==> src/rtl/md_unit.sv <==
// Iterative multiply/divide unit owning HI/LO: shift-add multiply and restoring
// divide, one bit per cycle, followed by a single sign-fix cycle.
module md_unit #(
  parameter int WIDTH = 32
) (
  input  logic             clk,
  input  logic             rst,
  input  logic             start,
  input  logic [2:0]       op,
  input  logic [WIDTH-1:0] a,
  input  logic [WIDTH-1:0] b,
  output logic             busy,
  output logic             done,
  output logic [WIDTH-1:0] hi,
  output logic [WIDTH-1:0] lo
);

  localparam int CW = $clog2(WIDTH);

  typedef enum logic [1:0] {
    IDLE = 2'd0,
    MUL  = 2'd1,
    DIV  = 2'd2,
    FIX  = 2'd3
  } state_t;

  state_t               state_q;
  logic [2*WIDTH-1:0]   acc_q;
  logic [WIDTH-1:0]     opb_q;
  logic [WIDTH-1:0]     hi_q;
  logic [WIDTH-1:0]     lo_q;
  logic [CW-1:0]        cnt_q;
  logic                 is_div_q;
  logic                 neg_res_q;
  logic                 neg_rem_q;
  logic                 div0_q;
  logic                 busy_q;
  logic                 done_q;

  logic                 signed_op_d;
  logic                 a_neg_d;
  logic                 b_neg_d;
  logic [WIDTH-1:0]     a_abs_d;
  logic [WIDTH-1:0]     b_abs_d;
  logic [WIDTH:0]       mul_sum_d;
  logic [2*WIDTH-1:0]   mul_acc_d;
  logic [WIDTH:0]       rem_sh_d;
  logic [WIDTH:0]       rem_sub_d;
  logic [2*WIDTH-1:0]   div_acc_d;
  logic [2*WIDTH-1:0]   prod_d;
  logic [WIDTH-1:0]     quot_d;
  logic [WIDTH-1:0]     rem_d;

  // Operand conditioning, one iteration step of each algorithm, and final sign fix
  always_comb begin
    signed_op_d = (op == 3'd0) || (op == 3'd2);
    a_neg_d     = signed_op_d & a[WIDTH-1];
    b_neg_d     = signed_op_d & b[WIDTH-1];
    a_abs_d     = a_neg_d ? ({WIDTH{1'b0}} - a) : a;
    b_abs_d     = b_neg_d ? ({WIDTH{1'b0}} - b) : b;

    // Multiplier lives in the low half of the accumulator; its LSB gates the add
    if (acc_q[0]) begin
      mul_sum_d = {1'b0, acc_q[2*WIDTH-1:WIDTH]} + {1'b0, opb_q};
    end else begin
      mul_sum_d = {1'b0, acc_q[2*WIDTH-1:WIDTH]};
    end
    mul_acc_d = {mul_sum_d, acc_q[WIDTH-1:1]};

    // Remainder in the high half, quotient shifts in from the low half
    rem_sh_d  = {acc_q[2*WIDTH-1:WIDTH], acc_q[WIDTH-1]};
    rem_sub_d = rem_sh_d - {1'b0, opb_q};
    if (rem_sh_d >= {1'b0, opb_q}) begin
      div_acc_d = {rem_sub_d[WIDTH-1:0], acc_q[WIDTH-2:0], 1'b1};
    end else begin
      div_acc_d = {rem_sh_d[WIDTH-1:0], acc_q[WIDTH-2:0], 1'b0};
    end

    prod_d = neg_res_q ? ({(2*WIDTH){1'b0}} - acc_q) : acc_q;
    if (div0_q) begin
      quot_d = {WIDTH{1'b1}};
    end else if (neg_res_q) begin
      quot_d = {WIDTH{1'b0}} - acc_q[WIDTH-1:0];
    end else begin
      quot_d = acc_q[WIDTH-1:0];
    end
    rem_d = neg_rem_q ? ({WIDTH{1'b0}} - acc_q[2*WIDTH-1:WIDTH]) : acc_q[2*WIDTH-1:WIDTH];
  end

  // Control FSM with registered busy/done and HI/LO ownership
  always_ff @(posedge clk) begin
    if (rst) begin
      state_q   <= IDLE;
      acc_q     <= {(2*WIDTH){1'b0}};
      opb_q     <= {WIDTH{1'b0}};
      hi_q      <= {WIDTH{1'b0}};
      lo_q      <= {WIDTH{1'b0}};
      cnt_q     <= {CW{1'b0}};
      is_div_q  <= 1'b0;
      neg_res_q <= 1'b0;
      neg_rem_q <= 1'b0;
      div0_q    <= 1'b0;
      busy_q    <= 1'b0;
      done_q    <= 1'b0;
    end else begin
      case (state_q)
        IDLE: begin
          done_q <= 1'b0;
          if (start) begin
            case (op)
              3'd0, 3'd1, 3'd2, 3'd3: begin
                acc_q     <= {{WIDTH{1'b0}}, (op[1] ? a_abs_d : b_abs_d)};
                opb_q     <= op[1] ? b_abs_d : a_abs_d;
                is_div_q  <= op[1];
                neg_res_q <= a_neg_d ^ b_neg_d;
                neg_rem_q <= a_neg_d;
                div0_q    <= op[1] && (b == {WIDTH{1'b0}});
                cnt_q     <= {CW{1'b0}};
                busy_q    <= 1'b1;
                state_q   <= op[1] ? DIV : MUL;
              end
              3'd4:    hi_q <= a;
              3'd5:    lo_q <= a;
              default: ;
            endcase
          end
        end
        MUL, DIV: begin
          acc_q <= (state_q == DIV) ? div_acc_d : mul_acc_d;
          cnt_q <= cnt_q + CW'(1);
          if (cnt_q == CW'(WIDTH-1)) begin
            state_q <= FIX;
          end
        end
        FIX: begin
          if (is_div_q) begin
            lo_q <= quot_d;
            hi_q <= rem_d;
          end else begin
            hi_q <= prod_d[2*WIDTH-1:WIDTH];
            lo_q <= prod_d[WIDTH-1:0];
          end
          busy_q  <= 1'b0;
          done_q  <= 1'b1;
          state_q <= IDLE;
        end
        default: state_q <= IDLE;
      endcase
    end
  end

  assign busy = busy_q;
  assign done = done_q;
  assign hi   = hi_q;
  assign lo   = lo_q;

endmodule

==> config.mk <==
export PLATFORM = sky130hd
export DESIGN_NAME = md_unit
export DESIGN_NICKNAME = d
export VERILOG_FILES = /design/src/rtl/md_unit.sv
export SDC_FILE = /design/constraint.sdc
export NUM_CORES = 1
export LEC_CHECK = 0
export BUFFER_PORTS_ARGS = -buffer_cell sky130_fd_sc_hd__buf_2
export CORE_ASPECT_RATIO = 1.25
export CORE_UTILIZATION = 62
export CTS_CLUSTER_SIZE = 14
export DETAILED_ROUTE_END_ITERATION = 16
export GPL_ROUTABILITY_DRIVEN = 0
export PLACE_DENSITY = 0.81
export SYNTH_ARGS = -nofsm -noshare
export SYNTH_HDL_FRONTEND = slang
export SYNTH_SLANG_ARGS = --single-unit
==> constraint.sdc <==
create_clock -name clk -period 4.45 [get_ports clk]
set_input_delay 0.89 -clock clk [delete_from_list [all_inputs] [get_ports clk]]
set_output_delay 0.89 -clock clk [all_outputs]
set_load 0.1 [all_outputs]
Word-level counts from Yosys, hierarchy flattened
Cells that the tools add are included.
- word-level logic and storage cells: 87
- register bits: 173
- output and inout port bits: 66
- bits of input ports: 70
- order comparisons: 1
- $add $sub $neg: 8
- reductions and logical operators: 15
- equality and inequality tests: 14
- mux-type cells: 34
- bitwise logic cells: 3
- operator list (operator ; number):
    two-way mux 32 bit ; 13
    two-way mux 64 bit ; 5
    case mux 32 bit (2 select lines) ; 2
    case mux 64 bit (2 select lines) ; 1
    subtractor 1 x 32 -> 32 bit (first input constant) ; 4
    subtractor 1 x 64 -> 64 bit (first input constant) ; 1
    adder 32 x 32 -> 33 bit ; 1
    greater-or-equal comparator 33 x 32 -> 1 bit ; 1
    two-way mux 33 bit ; 1
    logical NOT 32 bit ; 1
    subtractor 32 bit ; 1
    AND reduction 3 bit ; 6
    two-way mux 5 bit ; 2
    case mux 5 bit (2 select lines) ; 1
    two-way mux 2 bit ; 4
    == test 3 x 2 -> 1 bit (second input constant) ; 2
    == test 3 bit (second input constant) ; 2
    != test 2 x 1 -> 1 bit (second input constant) ; 3
    case mux 2 bit (3 select lines) ; 1
    adder 5 x 1 -> 5 bit (second input constant) ; 1
    == test 5 bit (second input constant) ; 1
    == test 2 bit (second input constant) ; 2
    != test 2 bit (second input constant) ; 2
    case mux 1 bit (2 select lines) ; 2
    12 further kinds ; 15

Depth between registers and ports, before layout
- word-level depth: 8
- mapped depth: 15
- gate-level depth less buffers: 14

Worst setup path after synthesis
No wires, ideal clock.
- path type: input-to-reg
- from: input b[17]
- to: register acc_q[27]
- slack: 1.159 ns
- data required time: 4.364 ns
- stages: 8
- setup time: 0.086 ns
- arrival time: 3.205 ns
- buffers on the path: 0
- cells stage by stage: or4_4 or3_4 or4_4 or3_4 o41ai_2 xnor2_1 o21ai_1 a211oi_1
- cells in the longest elaborated chain, start to end: 6
- ends and longest elaborated chain (what ; line ; RTL):
    start: declaration ; 11 ; input logic [WIDTH-1:0] b,
    subtractor 1 x 32 -> 32 bit ; 60 ; b_abs_d = b_neg_d ? ({WIDTH{1'b0}} - b) : b;
    two-way mux 32 bit ; 60 ;
    two-way mux 32 bit ; 112 ; acc_q <= {{WIDTH{1'b0}}, (op[1] ? a_abs_d : b_abs_d)};
    two-way mux 64 bit ; 110 ; case (op)
    two-way mux 64 bit ; 109 ; if (start) begin
    case mux 64 bit (2 select lines) ; 106 ; case (state_q)
    end signal: assignment ; 94 ; acc_q <= {(2*WIDTH){1'b0}};
    end signal: assignment ; 112 ;
    end signal: assignment ; 129 ; acc_q <= (state_q == DIV) ? div_acc_d : mul_acc_d;
    end: declaration ; 28 ; logic [2*WIDTH-1:0] acc_q;
No other way between the ends. The select of a mux whose other input is x is not followed.
A chain may end at the register's enable or synchronous reset.

Worst setup path in the final report
- from: register acc_q[32]
- to: register acc_q[61]
- cells in the longest elaborated chain, start to end: 4
- elaborated cells on any way between the ends: 7
- classes of those cells: add/sub (2); order compare (1); mux (4)
- ends and longest elaborated chain (what ; line ; RTL):
    adder 32 x 32 -> 33 bit, or another cell as far along ; 64 ; mul_sum_d = {1'b0, acc_q[2*WIDTH-1:WIDTH]} + {1'b0, opb_q};
    two-way mux 33 bit / two-way mux 64 bit (equally long branches) ; 63, 73 ;
    two-way mux 64 bit (*) ; 129 ;
    case mux 64 bit (2 select lines) (*) ; 106 ;
Mark *: on every way between the ends. The rest lies on a longest branch, timed or not.

==> impl_metrics.json <==
{
  "status": "finished clean",
  "rows": 63,
  "cp_cell_sequence": "ha_1 > inv_1 > fa_1 > nand2b_1 > a21o_1 > a32oi_1 > a31o_2 > a311o_1 > nand2_1 > o21ai_0 > mux2_2 > o31a_1 > a31oi_1",
  "start_kind": "register",
  "rsz0062_at_grt": "no",
  "dieArea_mm2": 0.0251,
  "numCtsBuffers": 17,
  "final_net_count": 2273,
  "die_w_um": 142,
  "synth-simple-area-share": 0.213,
  "multi_input_area_mm2": 0.0109,
  "period_share": 0.880,
  "post_synth_num_cell_types": 82,
  "ant_nets": 0,
  "layout-drive-gt1-share": 0.127,
  "max_stage_delay_ns": 0.62,
  "ys_seq_area_frac": 0.228,
  "wl_mm": 57.5,
  "period_minus_slack_ns": 3.91,
  "async_flop_share": 0,
  "clk_latency_ns": 0.45,
  "synth_common_cells": "264 x nor2_1, 223 x a21oi_1, 194 x nand2_1",
  "cts_sinks": 173,
  "cts_root_buffer": "clkbuf_16",
  "skew_ns": 0.0146,
  "grt.overflow.total": 0,
  "peakVddDrop_mv": 0.407,
  "htree_num_levels": 4,
  "power_uw": 7840,
  "hold_path.class": "reg -> reg",
  "grt_start_max_net_pins": 90,
  "clkTransAtPathRegs_ns": 0.08,
  "synth_edf_count": 0,
  "io_buffers": 135,
  "min-delay-start": "lo[2]$_SDFFE_PP0P_",
  "worstRegToRegCells": 13,
  "synth_top_area_share": 0.228,
  "setup_viol": 0,
  "grt_pass1_vias": 15742,
  "initialDrtViolationCount": 2033,
  "synthMuxAreaShare": 0.0490,
  "drc": 0,
  "critical_path_class": "reg -> reg",
  "synth_fa_ha_area_frac": 0.0637,
  "dp_hpwl_mm": 42.9,
  "r2r-start": "acc_q[32]$_SDFFE_PP0P_",
  "avgSynthCellArea_um2": 7.28,
  "maxCapViolCount": 0,
  "area_delta_synth_final_pct": 9.69,
  "dpl_cell_area_mm2": 0.0161,
  "tritoncts": "built",
  "holdPathStages": 2,
  "synth.top_cells.by_area": "dfxtp_1 23%, a21oi_1 7.4%, nor2_1 6.5%, ha_1 6.1%, xnor2_1 5.7%",
  "r2r-end": "acc_q[61]$_SDFFE_PP0P_",
  "holdWs_ns": 0.459,
  "cp_data_arrival_time_ns": 4.30,
  "tns_ns": 0,
  "antenna_found_initial": 0,
  "synth_top_family_by_area": "compound AO/OA/AOI/OAI gates",
  "synth_fp_nets": 2228,
  "holdPathEnd": "lo[2]$_SDFFE_PP0P_",
  "yosysMostFrequentCell": "nor2_1",
  "hold_buffers": 0,
  "area.sequential_mm2": 0.00346,
  "cts_resized": 0,
  "crit_slowest_cell": "dfxtp_1",
  "grt_first_pass_wirelength_mm": 87.1,
  "max_slew.worst_pin.slew_ns": 1.24,
  "dr.pass1.iters": 7,
  "grt_usage": 0.456,
  "crit_fanout": 10,
  "synth_flop_cell": "dfxtp_1",
  "ios": 136,
  "crit_path_end_kind": "register",
  "num-fill-cells": 2022,
  "design_area_mm2": 0.0166,
  "synth_xor_area_frac": 0.100,
  "fmax_mhz": 255,
  "drv_slew": 0,
  "yosys.area.top_type": "dfxtp_1",
  "antennaDiodeCount": 0,
  "synth.cell_area_mm2": 0.0152,
  "vias_per_cell": 6.83,
  "slew_headroom": 0.172,
  "synth_compound_area_frac": 0.288,
  "initial_utilization": 0.635,
  "worstPathRequired_ns": 4.84,
  "synth_warnings": 0,
  "syn_inst": 2082,
  "hold_violations": 0,
  "leakage_uw": 0.00699,
  "detail_route.wl_per_cell_um": 23.3,
  "cts_setup_buffers": 0,
  "clockBufferDepth": 2,
  "core_mm2": 0.0239,
  "worst-r2r-setup-slack_ns": 0.54,
  "yosys_register_bits": 173,
  "vias": 16838,
  "die_height_um": 177,
  "power_density_mw_per_mm2": 471
}
==> registers in the layout, summed over array words and instances, names as in the netlist <==
register   cells
is_div_q       1
done           1
acc_q         64
hi            32
lo            32
busy           1
cnt_q          5
opb_q         32
state_q        2
neg_res_q      1
neg_rem_q      1
div0_q         1
==> cell type report <==
| cell class | count | share of cell area |
|---|---|---|
| multi-input combinational | 1682 | 0.654 |
| clock buffer | 17 | 0.0256 |
| timing repair buffer | 180 | 0.0618 |
| inverter | 73 | 0.0165 |
| clock inverter | 15 | 0.00940 |
| tap | 325 | 0.0244 |
| sequential | 173 | 0.208 |
==> layout by cell type (no fill, tap or decap), types with 72 or more instances in the layout <==
cell type | netlist | layout
nor2_1 | 264 | 262
a21oi_1 | 223 | 222
nand2_1 | 194 | 194
dfxtp_1 | 173 | 173
buf_2 | 13 | 134
a211oi_1 | 112 | 112
xnor2_1 | 98 | 98
o21ai_0 | 93 | 93
xor2_1 | 76 | 76
ha_1 | 74 | 72
==> through the flow <==
step,std cells,worst slack [ns],util
floorplan,2082,1.16,-
global placement,2433,0.659,0.672
detailed placement,2433,0.563,0.672
CTS,2465,0.664,0.696
global route,2465,0.386,0.696
finish,2465,0.536,0.696
==> metal layers <==
| layer | vias up | routed length (µm) | part of all wire | GRT usage |
|---|---|---|---|---|
| met5 | - | 0 | 0 | 0 |
| met4 | 0 | 6550 | 0.11 | 0.439 |
| met2 | 1184 | 25100 | 0.44 | 0.717 |
| met1 | 7634 | 19900 | 0.35 | 0.502 |
| met3 | 381 | 6010 | 0.10 | 0.109 |
| li1 | 7639 | - | - | - |
==> cell families (layout without fill, tap and decap cells) <==
group | Yosys count | count (layout)
AO/OA/AOI/OAI | 667 | 667
XOR/XNOR | 174 | 174
buffers and inverters | 227 | 285
adder cells (fa/ha/maj) | 76 | 76
AND/OR/NAND/NOR | 693 | 693
flip-flops | 173 | 173
multiplexers | 72 | 72
==> critical path: cells and delay by family, from the launching register on <==
family | cells | cell delay, ns
fa+ha+maj | 2 | 0.68
simple gates | 2 | 0.35
flops | 1 | 0.62
compound gates | 7 | 1.77
mux | 1 | 0.36
buf+inv | 1 | 0.07
==> worst max-delay path by stage <==
stage / from / to / slack (ns) / cells past startpoint
after floorplan: b[17] / acc_q[27]$_SDFFE_PP0P_ / 1.16 / 8
after global placement: b[9] / opb_q[26]$_SDFFE_PP0P_ / 0.66 / 11
after detailed placement: b[9] / acc_q[26]$_SDFFE_PP0P_ / 0.56 / 9
after CTS: acc_q[32]$_SDFFE_PP0P_ / acc_q[61]$_SDFFE_PP0P_ / 0.66 / 13
after global routing: opb_q[21]$_SDFFE_PP0P_ / acc_q[62]$_SDFFE_PP0P_ / 0.39 / 12
final: acc_q[32]$_SDFFE_PP0P_ / acc_q[61]$_SDFFE_PP0P_ / 0.54 / 13
==> power by group <==
part / switching (µW) / internal (µW)
combinational: 2760 / 1410
clock: 743 / 793
sequential: 372 / 1760
total: 3870 / 3960
No activity file was read; power rests on OpenSTA's default activity.
